==> src/rtl/dbi_tx_sequencer_if.sv <==
// ============================================================================
// Module      : dbi_tx_sequencer_if
// Description : Pixel-in and DBI-TX-out byte handshakes of dbi_tx_sequencer.
// Revision    : 1.0 - initial release
// ============================================================================
`default_nettype none

interface dbi_tx_sequencer_if #(
    parameter int DATA_W = 8
);
    logic [DATA_W-1:0] pix_data_i;
    logic              pix_valid_i;
    logic              pix_ready_o;
    logic [DATA_W-1:0] tx_data_o;
    logic              tx_dcx_o;
    logic              tx_valid_o;
    logic              tx_ready_i;

    modport master (
        input  pix_data_i, pix_valid_i, tx_ready_i,
        output pix_ready_o, tx_data_o, tx_dcx_o, tx_valid_o
    );

    modport slave (
        output pix_data_i, pix_valid_i, tx_ready_i,
        input  pix_ready_o, tx_data_o, tx_dcx_o, tx_valid_o
    );
endinterface

`default_nettype wire

==> src/rtl/dbi_tx_sequencer.sv <==
// ============================================================================
// Module      : dbi_tx_sequencer
// Description : Emits the DBI panel-init command/parameter bytes followed by
//               one frame of pixel bytes per start edge. Define
//               DBI_RST_WAIT_EN to insert an idle wait after soft reset.
// Revision    : 1.0 - initial release
// ============================================================================
`default_nettype none

module dbi_tx_sequencer #(
    parameter int DATA_W       = 8,
    parameter int PIXEL_BYTES  = 153600,
    parameter int PIX_CNT_W    = 18,
    parameter int RST_WAIT_CYC = 16,
    parameter int WAIT_CNT_W   = 5
) (
    input  wire                clk,
    input  wire                rst_n,
    input  wire                dbi_tx_start_i,
    input  wire  [DATA_W-1:0]  addr_soft_rst_i,
    input  wire  [DATA_W-1:0]  addr_disp_on_i,
    input  wire  [DATA_W-1:0]  addr_acs_ctrl_i,
    input  wire  [DATA_W-1:0]  addr_col_i,
    input  wire  [DATA_W-1:0]  addr_row_i,
    input  wire  [DATA_W-1:0]  addr_mem_wr_i,
    input  wire  [DATA_W-1:0]  cmd_acs_ctrl_i,
    input  wire  [DATA_W-1:0]  cmd_s_col_h_i,
    input  wire  [DATA_W-1:0]  cmd_s_col_l_i,
    input  wire  [DATA_W-1:0]  cmd_e_col_h_i,
    input  wire  [DATA_W-1:0]  cmd_e_col_l_i,
    input  wire  [DATA_W-1:0]  cmd_s_row_h_i,
    input  wire  [DATA_W-1:0]  cmd_s_row_l_i,
    input  wire  [DATA_W-1:0]  cmd_e_row_h_i,
    input  wire  [DATA_W-1:0]  cmd_e_row_l_i,
    dbi_tx_sequencer_if.master bus,
    output logic               busy_o,
    output logic               frame_done_o
);

    localparam logic [3:0] S_IDLE   = 4'd0;
    localparam logic [3:0] S_SRST   = 4'd1;
    localparam logic [3:0] S_WAIT   = 4'd2;
    localparam logic [3:0] S_DISPON = 4'd3;
    localparam logic [3:0] S_MADCTL = 4'd4;
    localparam logic [3:0] S_COL    = 4'd5;
    localparam logic [3:0] S_ROW    = 4'd6;
    localparam logic [3:0] S_MEMWR  = 4'd7;
    localparam logic [3:0] S_PIXEL  = 4'd8;

    localparam logic [PIX_CNT_W-1:0] c_PIX_LAST = PIX_CNT_W'(PIXEL_BYTES - 1);

`ifdef DBI_RST_WAIT_EN
    localparam logic [3:0] c_AFTER_SRST = S_WAIT;
    localparam logic [WAIT_CNT_W-1:0] c_WAIT_LAST = WAIT_CNT_W'(RST_WAIT_CYC - 1);
    logic [WAIT_CNT_W-1:0] r_wait_cnt;
`else
    localparam logic [3:0] c_AFTER_SRST = S_DISPON;
`endif

    logic [3:0]           r_state;
    logic [2:0]           r_idx;
    logic                 r_start_d;
    logic                 r_start_armed;
    logic [PIX_CNT_W-1:0] r_pix_cnt;
    logic [DATA_W-1:0]    r_tx_data;
    logic                 r_tx_dcx;
    logic                 r_tx_valid;
    logic                 r_frame_done;

    logic [DATA_W-1:0] r_addr_soft_rst, r_addr_disp_on, r_addr_acs_ctrl;
    logic [DATA_W-1:0] r_addr_col, r_addr_row, r_addr_mem_wr;
    logic [DATA_W-1:0] r_cmd_acs_ctrl;
    logic [DATA_W-1:0] r_cmd_s_col_h, r_cmd_s_col_l, r_cmd_e_col_h, r_cmd_e_col_l;
    logic [DATA_W-1:0] r_cmd_s_row_h, r_cmd_s_row_l, r_cmd_e_row_h, r_cmd_e_row_l;

    logic              w_start_edge;
    logic              w_acc;
    logic              w_slot;
    logic              w_last_pix;
    logic              w_pix_ready;
    logic              w_pix_take;
    logic [2:0]        w_last_idx;
    logic [3:0]        w_next_state;
    logic              w_at_last;
    logic [3:0]        w_sel_state;
    logic [2:0]        w_sel_idx;
    logic [DATA_W-1:0] w_cmd_data;
    logic              w_cmd_dcx;
    logic              w_cmd_vld;

    // The armed flag keeps a start level held through reset from looking like an edge.
    assign w_start_edge = dbi_tx_start_i & ~r_start_d & r_start_armed;
    assign w_acc        = r_tx_valid & bus.tx_ready_i;
    assign w_slot       = ~r_tx_valid | bus.tx_ready_i;
    assign w_last_pix   = (r_pix_cnt == c_PIX_LAST);
    assign w_pix_ready  = (r_state == S_PIXEL) & w_slot & ~(r_tx_valid & w_last_pix);
    assign w_pix_take   = w_pix_ready & bus.pix_valid_i;

    always_comb begin
        w_last_idx   = 3'd0;
        w_next_state = S_IDLE;
        case (r_state)
            S_SRST:   w_next_state = c_AFTER_SRST;
            S_DISPON: w_next_state = S_MADCTL;
            S_MADCTL: begin w_last_idx = 3'd1; w_next_state = S_COL;   end
            S_COL:    begin w_last_idx = 3'd4; w_next_state = S_ROW;   end
            S_ROW:    begin w_last_idx = 3'd4; w_next_state = S_MEMWR; end
            S_MEMWR:  w_next_state = S_PIXEL;
            default:  w_next_state = S_IDLE;
        endcase
    end

    assign w_at_last = (r_idx == w_last_idx);

    // Pick the byte that goes into the output register this cycle: the current
    // one on first entry, the next one in this state, or the first of the next state.
    always_comb begin
        w_sel_state = r_state;
        w_sel_idx   = r_idx;
        if (r_state == S_WAIT) begin
            w_sel_state = S_DISPON;
            w_sel_idx   = 3'd0;
        end else if (r_tx_valid) begin
            if (w_at_last) begin
                w_sel_state = w_next_state;
                w_sel_idx   = 3'd0;
            end else begin
                w_sel_idx   = r_idx + 3'd1;
            end
        end
    end

    always_comb begin
        w_cmd_data = '0;
        w_cmd_dcx  = 1'b1;
        w_cmd_vld  = 1'b1;
        case (w_sel_state)
            S_SRST:   begin w_cmd_data = r_addr_soft_rst; w_cmd_dcx = 1'b0; end
            S_DISPON: begin w_cmd_data = r_addr_disp_on;  w_cmd_dcx = 1'b0; end
            S_MADCTL: begin
                if (w_sel_idx == 3'd0) begin
                    w_cmd_data = r_addr_acs_ctrl;
                    w_cmd_dcx  = 1'b0;
                end else begin
                    w_cmd_data = r_cmd_acs_ctrl;
                end
            end
            S_COL: begin
                case (w_sel_idx)
                    3'd0:    begin w_cmd_data = r_addr_col; w_cmd_dcx = 1'b0; end
                    3'd1:    w_cmd_data = r_cmd_s_col_h;
                    3'd2:    w_cmd_data = r_cmd_s_col_l;
                    3'd3:    w_cmd_data = r_cmd_e_col_h;
                    default: w_cmd_data = r_cmd_e_col_l;
                endcase
            end
            S_ROW: begin
                case (w_sel_idx)
                    3'd0:    begin w_cmd_data = r_addr_row; w_cmd_dcx = 1'b0; end
                    3'd1:    w_cmd_data = r_cmd_s_row_h;
                    3'd2:    w_cmd_data = r_cmd_s_row_l;
                    3'd3:    w_cmd_data = r_cmd_e_row_h;
                    default: w_cmd_data = r_cmd_e_row_l;
                endcase
            end
            S_MEMWR:  begin w_cmd_data = r_addr_mem_wr; w_cmd_dcx = 1'b0; end
            default:  w_cmd_vld = 1'b0;
        endcase
    end

    always_ff @(posedge clk or negedge rst_n) begin
        if (!rst_n) begin
            r_state         <= S_IDLE;
            r_idx           <= 3'd0;
            r_start_d       <= 1'b0;
            r_start_armed   <= 1'b0;
            r_pix_cnt       <= '0;
            r_tx_data       <= '0;
            r_tx_dcx        <= 1'b0;
            r_tx_valid      <= 1'b0;
            r_frame_done    <= 1'b0;
            r_addr_soft_rst <= '0;
            r_addr_disp_on  <= '0;
            r_addr_acs_ctrl <= '0;
            r_addr_col      <= '0;
            r_addr_row      <= '0;
            r_addr_mem_wr   <= '0;
            r_cmd_acs_ctrl  <= '0;
            r_cmd_s_col_h   <= '0;
            r_cmd_s_col_l   <= '0;
            r_cmd_e_col_h   <= '0;
            r_cmd_e_col_l   <= '0;
            r_cmd_s_row_h   <= '0;
            r_cmd_s_row_l   <= '0;
            r_cmd_e_row_h   <= '0;
            r_cmd_e_row_l   <= '0;
`ifdef DBI_RST_WAIT_EN
            r_wait_cnt      <= '0;
`endif
        end else begin
            r_start_d     <= dbi_tx_start_i;
            r_start_armed <= 1'b1;
            r_frame_done  <= 1'b0;
            case (r_state)
                S_IDLE: begin
                    if (w_start_edge) begin
                        r_addr_soft_rst <= addr_soft_rst_i;
                        r_addr_disp_on  <= addr_disp_on_i;
                        r_addr_acs_ctrl <= addr_acs_ctrl_i;
                        r_addr_col      <= addr_col_i;
                        r_addr_row      <= addr_row_i;
                        r_addr_mem_wr   <= addr_mem_wr_i;
                        r_cmd_acs_ctrl  <= cmd_acs_ctrl_i;
                        r_cmd_s_col_h   <= cmd_s_col_h_i;
                        r_cmd_s_col_l   <= cmd_s_col_l_i;
                        r_cmd_e_col_h   <= cmd_e_col_h_i;
                        r_cmd_e_col_l   <= cmd_e_col_l_i;
                        r_cmd_s_row_h   <= cmd_s_row_h_i;
                        r_cmd_s_row_l   <= cmd_s_row_l_i;
                        r_cmd_e_row_h   <= cmd_e_row_h_i;
                        r_cmd_e_row_l   <= cmd_e_row_l_i;
                        r_state         <= S_SRST;
                        r_idx           <= 3'd0;
                    end
                end
`ifdef DBI_RST_WAIT_EN
                S_WAIT: begin
                    if (r_wait_cnt == c_WAIT_LAST) begin
                        r_wait_cnt <= '0;
                        r_state    <= S_DISPON;
                        r_idx      <= 3'd0;
                        r_tx_data  <= w_cmd_data;
                        r_tx_dcx   <= w_cmd_dcx;
                        r_tx_valid <= 1'b1;
                    end else begin
                        r_wait_cnt <= r_wait_cnt + 1'b1;
                    end
                end
`endif
                S_SRST, S_DISPON, S_MADCTL, S_COL, S_ROW, S_MEMWR: begin
                    if (w_slot) begin
                        if (w_acc && w_at_last) begin
                            r_state <= w_next_state;
                            r_idx   <= 3'd0;
                        end else if (w_acc) begin
                            r_idx   <= r_idx + 3'd1;
                        end
                        r_tx_valid <= w_cmd_vld;
                        if (w_cmd_vld) begin
                            r_tx_data <= w_cmd_data;
                            r_tx_dcx  <= w_cmd_dcx;
                        end
                    end
                end
                S_PIXEL: begin
                    if (w_acc && w_last_pix) begin
                        r_state      <= S_IDLE;
                        r_pix_cnt    <= '0;
                        r_frame_done <= 1'b1;
                        r_tx_valid   <= 1'b0;
                    end else begin
                        if (w_acc) begin
                            r_pix_cnt <= r_pix_cnt + 1'b1;
                        end
                        if (w_pix_take) begin
                            r_tx_data  <= bus.pix_data_i;
                            r_tx_dcx   <= 1'b1;
                            r_tx_valid <= 1'b1;
                        end else if (w_acc) begin
                            r_tx_valid <= 1'b0;
                        end
                    end
                end
                default: begin
                    r_state    <= S_IDLE;
                    r_tx_valid <= 1'b0;
                end
            endcase
        end
    end

    assign bus.tx_data_o   = r_tx_data;
    assign bus.tx_dcx_o    = r_tx_dcx;
    assign bus.tx_valid_o  = r_tx_valid;
    assign bus.pix_ready_o = w_pix_ready;
    assign busy_o          = (r_state != S_IDLE);
    assign frame_done_o    = r_frame_done;

endmodule

`default_nettype wire

==> src/flat_wrapper.sv <==
// flat-port wrapper written by rule: the top's interface ports become plain ports
module dbi_tx_sequencer_flat 
#(
    parameter int DATA_W       = 8,
    parameter int PIXEL_BYTES  = 153600,
    parameter int PIX_CNT_W    = 18,
    parameter int RST_WAIT_CYC = 16,
    parameter int WAIT_CNT_W   = 5
)
  (clk, rst_n, dbi_tx_start_i, addr_soft_rst_i, addr_disp_on_i, addr_acs_ctrl_i, addr_col_i, addr_row_i, addr_mem_wr_i, cmd_acs_ctrl_i, cmd_s_col_h_i, cmd_s_col_l_i, cmd_e_col_h_i, cmd_e_col_l_i, cmd_s_row_h_i, cmd_s_row_l_i, cmd_e_row_h_i, cmd_e_row_l_i, busy_o, frame_done_o, bus_pix_data_i, bus_pix_valid_i, bus_tx_ready_i, bus_pix_ready_o, bus_tx_data_o, bus_tx_dcx_o, bus_tx_valid_o);
  dbi_tx_sequencer_if #(.DATA_W(DATA_W)) bus_i ();
  input  wire clk;
  input  wire rst_n;
  input  wire dbi_tx_start_i;
  input  wire  [DATA_W-1:0] addr_soft_rst_i;
  input  wire  [DATA_W-1:0] addr_disp_on_i;
  input  wire  [DATA_W-1:0] addr_acs_ctrl_i;
  input  wire  [DATA_W-1:0] addr_col_i;
  input  wire  [DATA_W-1:0] addr_row_i;
  input  wire  [DATA_W-1:0] addr_mem_wr_i;
  input  wire  [DATA_W-1:0] cmd_acs_ctrl_i;
  input  wire  [DATA_W-1:0] cmd_s_col_h_i;
  input  wire  [DATA_W-1:0] cmd_s_col_l_i;
  input  wire  [DATA_W-1:0] cmd_e_col_h_i;
  input  wire  [DATA_W-1:0] cmd_e_col_l_i;
  input  wire  [DATA_W-1:0] cmd_s_row_h_i;
  input  wire  [DATA_W-1:0] cmd_s_row_l_i;
  input  wire  [DATA_W-1:0] cmd_e_row_h_i;
  input  wire  [DATA_W-1:0] cmd_e_row_l_i;
  output logic busy_o;
  output logic frame_done_o;
  input wire logic [$bits(bus_i.pix_data_i)-1:0] bus_pix_data_i;
  input wire logic [$bits(bus_i.pix_valid_i)-1:0] bus_pix_valid_i;
  input wire logic [$bits(bus_i.tx_ready_i)-1:0] bus_tx_ready_i;
  output wire logic [$bits(bus_i.pix_ready_o)-1:0] bus_pix_ready_o;
  output wire logic [$bits(bus_i.tx_data_o)-1:0] bus_tx_data_o;
  output wire logic [$bits(bus_i.tx_dcx_o)-1:0] bus_tx_dcx_o;
  output wire logic [$bits(bus_i.tx_valid_o)-1:0] bus_tx_valid_o;
  assign bus_i.pix_data_i = bus_pix_data_i;
  assign bus_i.pix_valid_i = bus_pix_valid_i;
  assign bus_i.tx_ready_i = bus_tx_ready_i;
  assign bus_pix_ready_o = bus_i.pix_ready_o;
  assign bus_tx_data_o = bus_i.tx_data_o;
  assign bus_tx_dcx_o = bus_i.tx_dcx_o;
  assign bus_tx_valid_o = bus_i.tx_valid_o;
  dbi_tx_sequencer #(.DATA_W(DATA_W), .PIXEL_BYTES(PIXEL_BYTES), .PIX_CNT_W(PIX_CNT_W), .RST_WAIT_CYC(RST_WAIT_CYC), .WAIT_CNT_W(WAIT_CNT_W)) u_core (.clk(clk), .rst_n(rst_n), .dbi_tx_start_i(dbi_tx_start_i), .addr_soft_rst_i(addr_soft_rst_i), .addr_disp_on_i(addr_disp_on_i), .addr_acs_ctrl_i(addr_acs_ctrl_i), .addr_col_i(addr_col_i), .addr_row_i(addr_row_i), .addr_mem_wr_i(addr_mem_wr_i), .cmd_acs_ctrl_i(cmd_acs_ctrl_i), .cmd_s_col_h_i(cmd_s_col_h_i), .cmd_s_col_l_i(cmd_s_col_l_i), .cmd_e_col_h_i(cmd_e_col_h_i), .cmd_e_col_l_i(cmd_e_col_l_i), .cmd_s_row_h_i(cmd_s_row_h_i), .cmd_s_row_l_i(cmd_s_row_l_i), .cmd_e_row_h_i(cmd_e_row_h_i), .cmd_e_row_l_i(cmd_e_row_l_i), .bus(bus_i), .busy_o(busy_o), .frame_done_o(frame_done_o));
endmodule
==> config.mk <==
export PLATFORM = sky130hd
export DESIGN_NAME = dbi_tx_sequencer_flat
export DESIGN_NICKNAME = d
export VERILOG_FILES = /design/src/rtl/dbi_tx_sequencer_if.sv /design/src/rtl/dbi_tx_sequencer.sv /design/src/flat_wrapper.sv
export SDC_FILE = /design/constraint.sdc
export NUM_CORES = 1
export LEC_CHECK = 0
export BUFFER_PORTS_ARGS = -buffer_cell sky130_fd_sc_hd__buf_4
export CORE_MARGIN = 3
export CORE_UTILIZATION = 45
export CTS_CLUSTER_SIZE = 14
export DETAILED_ROUTE_END_ITERATION = 12
export HOLD_SLACK_MARGIN = 0.03
export PLACE_DENSITY = 0.67
export SYNTH_ARGS = -nofsm -noshare
export SYNTH_HDL_FRONTEND = slang
export SYNTH_SLANG_ARGS = --single-unit
==> constraint.sdc <==
create_clock -name clk -period 3.9 [get_ports clk]
set_input_delay 0.39 -clock clk [delete_from_list [all_inputs] [get_ports clk]]
set_output_delay 0.39 -clock clk [all_outputs]
set_load 0.03 [all_outputs]
Word level (Yosys, flattened, before mapping):

Cells that the tools add are included.

* divide/modulo/power cells: 0
* muxes and demuxes: 44
* shift operators: 0
* multiply operators: 0
* order comparisons: 0
* reductions and logical operators: 19
* add/sub/neg operators: 2
* equal/unequal tests: 28
* bitwise logic cells: 12

Operators by type and width (count)
* one-hot mux 8 bit (4 select lines): 2
* one-hot mux 8 bit (6 select lines): 1
* 2-to-1 mux 8 bit: 5
* 2-to-1 mux 18 bit: 2
* equality test 4 x 3 -> 1 bit (second input constant): 8
* 2-to-1 mux 4 bit: 7
* one-hot mux 4 bit (6 select lines): 1
* 2-to-1 mux 3 bit: 7
* adder 18 x 1 -> 18 bit (second input constant): 1
* equality test 18 bit (second input constant): 1
* one-hot mux 8 bit (2 select lines): 1
* equality test 4 x 2 -> 1 bit (second input constant): 3
* 2-to-1 mux 1 bit: 12
* one-hot mux 3 bit (2 select lines): 2
* one-hot mux 4 bit (3 select lines): 1
* OR reduction 6 bit: 2
* inequality test 2 x 1 -> 1 bit (second input constant): 5
* equality test 4 x 1 -> 1 bit (second input constant): 2
* AND reduction 4 bit: 2
* AND 1 bit: 7
* equality test 3 x 2 -> 1 bit (second input constant): 2
* nonzero test 2 bit: 3
* OR reduction 3 bit: 2
* AND reduction 5 bit: 1
* 18 further kinds: 25

* memories kept: 0
* memory bits (writable): 0
* logic and storage cells: 129
* memory bits (read-only): 0
* register bits after elaboration: 158
* output and inout port bits: 13
* latch bits: 0
* bits of input ports: 133

Depth between registers and ports, before layout:

* depth after elaboration: 13
* mapped depth: 11
* gate-level depth less buffers: 9

Worst setup path before layout:

OpenSTA, ideal clock, no wires.

* kind: reg2reg
* start: reg u_core.r_state[2]
* end: reg u_core.r_tx_data[4] (netlist: u_core.bus.tx_data_o[4])
* library setup time: 137 ps
* cell stages (with the launch flop): 11
* arrival time: 2600 ps
* path slack: 1162 ps
* data required time: 3763 ps
* cells stage by stage: dfrtp_1 -> buf_2 -> nor2_1 -> and2_2 -> nor4b_2 -> or2_1 -> buf_2 -> nor3_4 -> mux2_1 -> a2111oi_0 -> a21oi_1

* cells in the longest elaborated chain, start to end: 13

Ends and longest elaborated chain
* from (decl): line dbi_tx_sequencer.sv:60 `logic [3:0] r_state;`
* from (signal assigned): line dbi_tx_sequencer.sv:243 `r_state <= w_next_state;`
* equality test 4 x 3 -> 1 bit: line dbi_tx_sequencer.sv:102, dbi_tx_sequencer.sv:204
* OR reduction 2 bit (no line)
* one-hot mux 3 bit (2 select lines): line dbi_tx_sequencer.sv:102 `case (r_state)`
* equality test 3 bit: line dbi_tx_sequencer.sv:113 `assign w_at_last = (r_idx == w_last_idx);`
* 2-to-1 mux 3 bit: line dbi_tx_sequencer.sv:124 `if (w_at_last) begin`
* 2-to-1 mux 3 bit: line dbi_tx_sequencer.sv:123 `end else if (r_tx_valid) begin`
* 2-to-1 mux 3 bit: line dbi_tx_sequencer.sv:120 `if (r_state == S_WAIT) begin`
* equality test 3 x 2 -> 1 bit, or another cell as far along: line dbi_tx_sequencer.sv:149, dbi_tx_sequencer.sv:158
* one-hot mux 8 bit (4 select lines), or another cell as far along: line dbi_tx_sequencer.sv:158 `case (w_sel_idx)`
* one-hot mux 8 bit (6 select lines): line dbi_tx_sequencer.sv:137 `case (w_sel_state)`
* 2-to-1 mux 8 bit: line dbi_tx_sequencer.sv:249 `if (w_cmd_vld) begin`
* 2-to-1 mux 8 bit: line dbi_tx_sequencer.sv:241 `if (w_slot) begin`
* one-hot mux 8 bit (2 select lines): line dbi_tx_sequencer.sv:204 `case (r_state)`
* to (signal assigned): line dbi_tx_sequencer.sv:250 `r_tx_data <= w_cmd_data;`
* to (signal assigned): line dbi_tx_sequencer.sv:266 `r_tx_data <= bus.pix_data_i;`
* to (decl): line dbi_tx_sequencer.sv:65 `logic [DATA_W-1:0] r_tx_data;`

Parallel ways exist; a longest one is shown, timed or not. The select of a mux whose other input is x is not followed.
A chain may end at the register's enable or synchronous reset.

Worst setup path after layout:

Same ends and word-level chain as after synthesis.

==> results.txt <==
Status = finished, final reports clean
Total GRT Usage = 0.236
Initial core utilization = 0.462
Clock skew = 0.00715 ns
Crit path max-delay cell type = dfrtp_1
CTS Sinks = 158
HP Class = in -> async
Port bufs = 145
Data arrival, critical path = 3.60 ns
Max reg flops = 18
Synth Area per Inst = 11.5 µm²
Crit-path leading delay family = simple AND/OR/NAND/NOR gates
DP HPWL = 15900 µm
Synth Flop Type = dfrtp_1
Antenna diode count = 0
RSZ-0062 raised after global routing = no
Drt via density = 5.89
Residual DRC = 0
Lkg Pwr = 4.22 nW
Crit Path Max Fanout = 19
Number of synthesized flops with an enable pin = 0
Final Cell Area = 9650 µm²
Maximum vdd drop = 0.448 mV
Initial antenna violation count = 0
Via count = 6159
Ports = 146
TritonCTS clock tree = done
Drt total wl = 21400 µm
Pre-Repair DR Iteration Count = 5
DP Area = 9050 µm²
Power Dens Cells = 809 nW/µm²
Crit path cell chain = nor2_1 > and2_2 > nor4b_2 > or2_1 > nor3_4 > mux2_1 > a2111oi_0 > a21oi_1
Post-CTS Resized = 0
Vias in the first global route = 6322
Share of cells above drive strength 1 = 0.392
Worst skew pair latency = 0.44 ns
Synth area leaders = dfrtp_1, mux2_2, nand2_1
Die width = 137 µm
Synth Warn # = 0
Tmin final = 3.30 ns
Cell Count, Final, Fillers Out = 1045
Hold Vio Cnt, Final = 0
Tightest Pin Transition = 0.948 ns
Post-CTS Setup Bufs = 0
Filler cells = 1398
Drt first-iter violations = 583
Syn Std Cell Area = 7710 µm²
Slowest stage delay, CP = 0.59 ns
Largest Register = u_core.r_pix_cnt
Largest area contributor in the netlist = dfrtp_1
Worst EP required = 4.21 ns
Slew headroom = 0.366
Wire per inst = 20.5 µm
Root buf cell = clkbuf_16
Part of the Yosys area used for sequential elements = 0.513
Tcrit/Tclk final = 0.845
Clock-pin slew on the worst setup and hold paths = 0.06 ns
Most crowded layer after global routing = met2
Cells after DPL = 1012
Met1 GRT Util = 0.309
Syn Nets = 806
Synthesis-to-layout area growth = 25.1%
CP Class = reg -> reg
Synth top area share = 0.513
Multi-input logic area = 3590 µm²
Die H = 137 µm
Max-Cap Viols = 0
Final Max Tran Viols = 0
Core ar. = 16700 µm²
TritonCTS buffer count = 17
Die Area = 18700 µm²
Fmax = 0.303 GHz
Synth cell types = 71
Cell count after synthesis = 671
Clock buffer depth = 2
Gpl congestion = 0.960
Fin nets = 947
Largest net degree at the start of global routing = 105
Async SR Flop Fraction = 1.00
Post-CTS Hold Buffers = 0
Std-Cell Rows = 47
# setup viols final = 0
Synth Register Bits = 158
Critical Path Source Type = flop
First-pass GRT wire length = 33800 µm
Nature of the critical path endpoint = flop
M2 GR Usage = 0.394
Setup TNS = 0 ns
Met3 Usage GRT = 0.0452
H-tree levels = 4
DRT antenna net count = 0
Worst Path Buf+Inv = 0
FF+latch area = 3950 µm²
Grt ovf = 0
## report_power, final
part           switching [W]  internal [W]  total (W)
clock network       0.000750      0.000914    0.00166
registers           0.000583       0.00234    0.00292
logic                0.00173       0.00148    0.00322
total                0.00307       0.00474    0.00780
## path summary, 6_finish.rpt
path                                                       from                                   to  cells past startpoint  slack (ns)
worst max-delay path              u_core.r_state[2]$_DFFE_PN0P_  u_core.bus.tx_data_o[4]$_DFFE_PN0P_                      8        0.60
max in group asynchronous                                 rst_n     u_core.r_addr_col[0]$_DFFE_PN0P_                      2        2.85
worst max register to register    u_core.r_state[2]$_DFFE_PN0P_  u_core.bus.tx_data_o[4]$_DFFE_PN0P_                      8        0.60
worst min register to register  u_core.r_pix_cnt[8]$_DFFE_PN0P_      u_core.r_pix_cnt[8]$_DFFE_PN0P_                      1        0.47
min in group clk                                 dbi_tx_start_i           u_core.r_start_d$_DFF_PN0_                      1        0.08
worst min-delay path                                      rst_n      u_core.r_pix_cnt[3]$_DFFE_PN0P_                      1        0.07
## placed cells by master, fill, tap and decap left out, drive strengths merged, types with 4 or more instances in the layout
cell       n
a222oi     5
nor3b      4
a221oi    19
xnor2      8
nor2      40
nor4b      5
buf      159
nand2b     5
nand2     54
clkbuf    18
nor2b      5
a32o       4
o22ai      5
nand3     25
mux2     122
o21ai     23
inv       17
a2111oi    4
nand4     10
nor3      13
a22oi      4
and3       7
a21oi     24
a31oi      6
mux2i     10
a211oi     4
dfrtp    158
xor2       5
## cell type report
type,count,area share
flip-flops and latches,158,0.410
multi-input cells,468,0.372
repair buffers,159,0.125
clock buffers,18,0.0445
well taps,220,0.0285
clock inverters,14,0.0169
inverters,8,0.00311
## cell families (layout without fill, tap and decap cells)
group,count (synthesis),in the layout,synth area share
AO/OA/AOI/OAI,128,128,0.121
XOR/XNOR,13,13,0.0148
adder cells (fa/ha/maj),2,2,0.00324
buffers and inverters,45,199,0.0240
flip-flops,158,158,0.513
multiplexers,132,132,0.191
other,1,1,0.000486
AND/OR/NAND/NOR,192,192,0.133
## metrics by stage
stage | hold WS (ns) | setup WS, ns | util | total power [W]
detailed placement | 0.466 | 0.637 | 0.542 | 0.00612
floorplan | 0.0944 | 1.16 | - | 0.00502
global route | 0.0690 | 0.350 | 0.578 | 0.00827
CTS | 0.0642 | 0.629 | 0.577 | 0.00781
global placement | 0.452 | 0.816 | 0.542 | 0.00601
finish | 0.0666 | 0.603 | 0.578 | 0.00780
## synth_stat cells (3+ instances only)
library cell,instances
nor2_1,40
o21ai_1,4
a22o_1,3
mux2i_1,10
xor2_1,5
a22oi_1,4
nand3_1,25
nor3b_1,4
nor2b_1,5
o32a_1,3
inv_1,8
a31oi_1,5
a2111oi_0,4
nand3b_1,3
clkbuf_1,24
nand2_1,54
a21oi_1,24
and3_1,7
a221oi_1,19
o22ai_1,5
nand4b_1,3
o21ai_0,19
buf_2,10
or3_1,3
a32o_1,4
mux2_1,3
xnor2_1,8
o31ai_1,3
a211oi_1,4
dfrtp_1,158
nand2b_1,5
mux2_2,119
nand4_1,10
nor4b_2,3
a21o_1,3
nor3_1,12
a222oi_1,5
## per-layer routing
| metal | vias up | part of all wire |
|---|---|---|
| li1 | 2792 | - |
| met4 | 0 | 0.024 |
| met2 | 246 | 0.51 |
| met1 | 3086 | 0.41 |
| met3 | 35 | 0.059 |
| met5 | - | 0 |
Power figures use the tool's default switching activity.
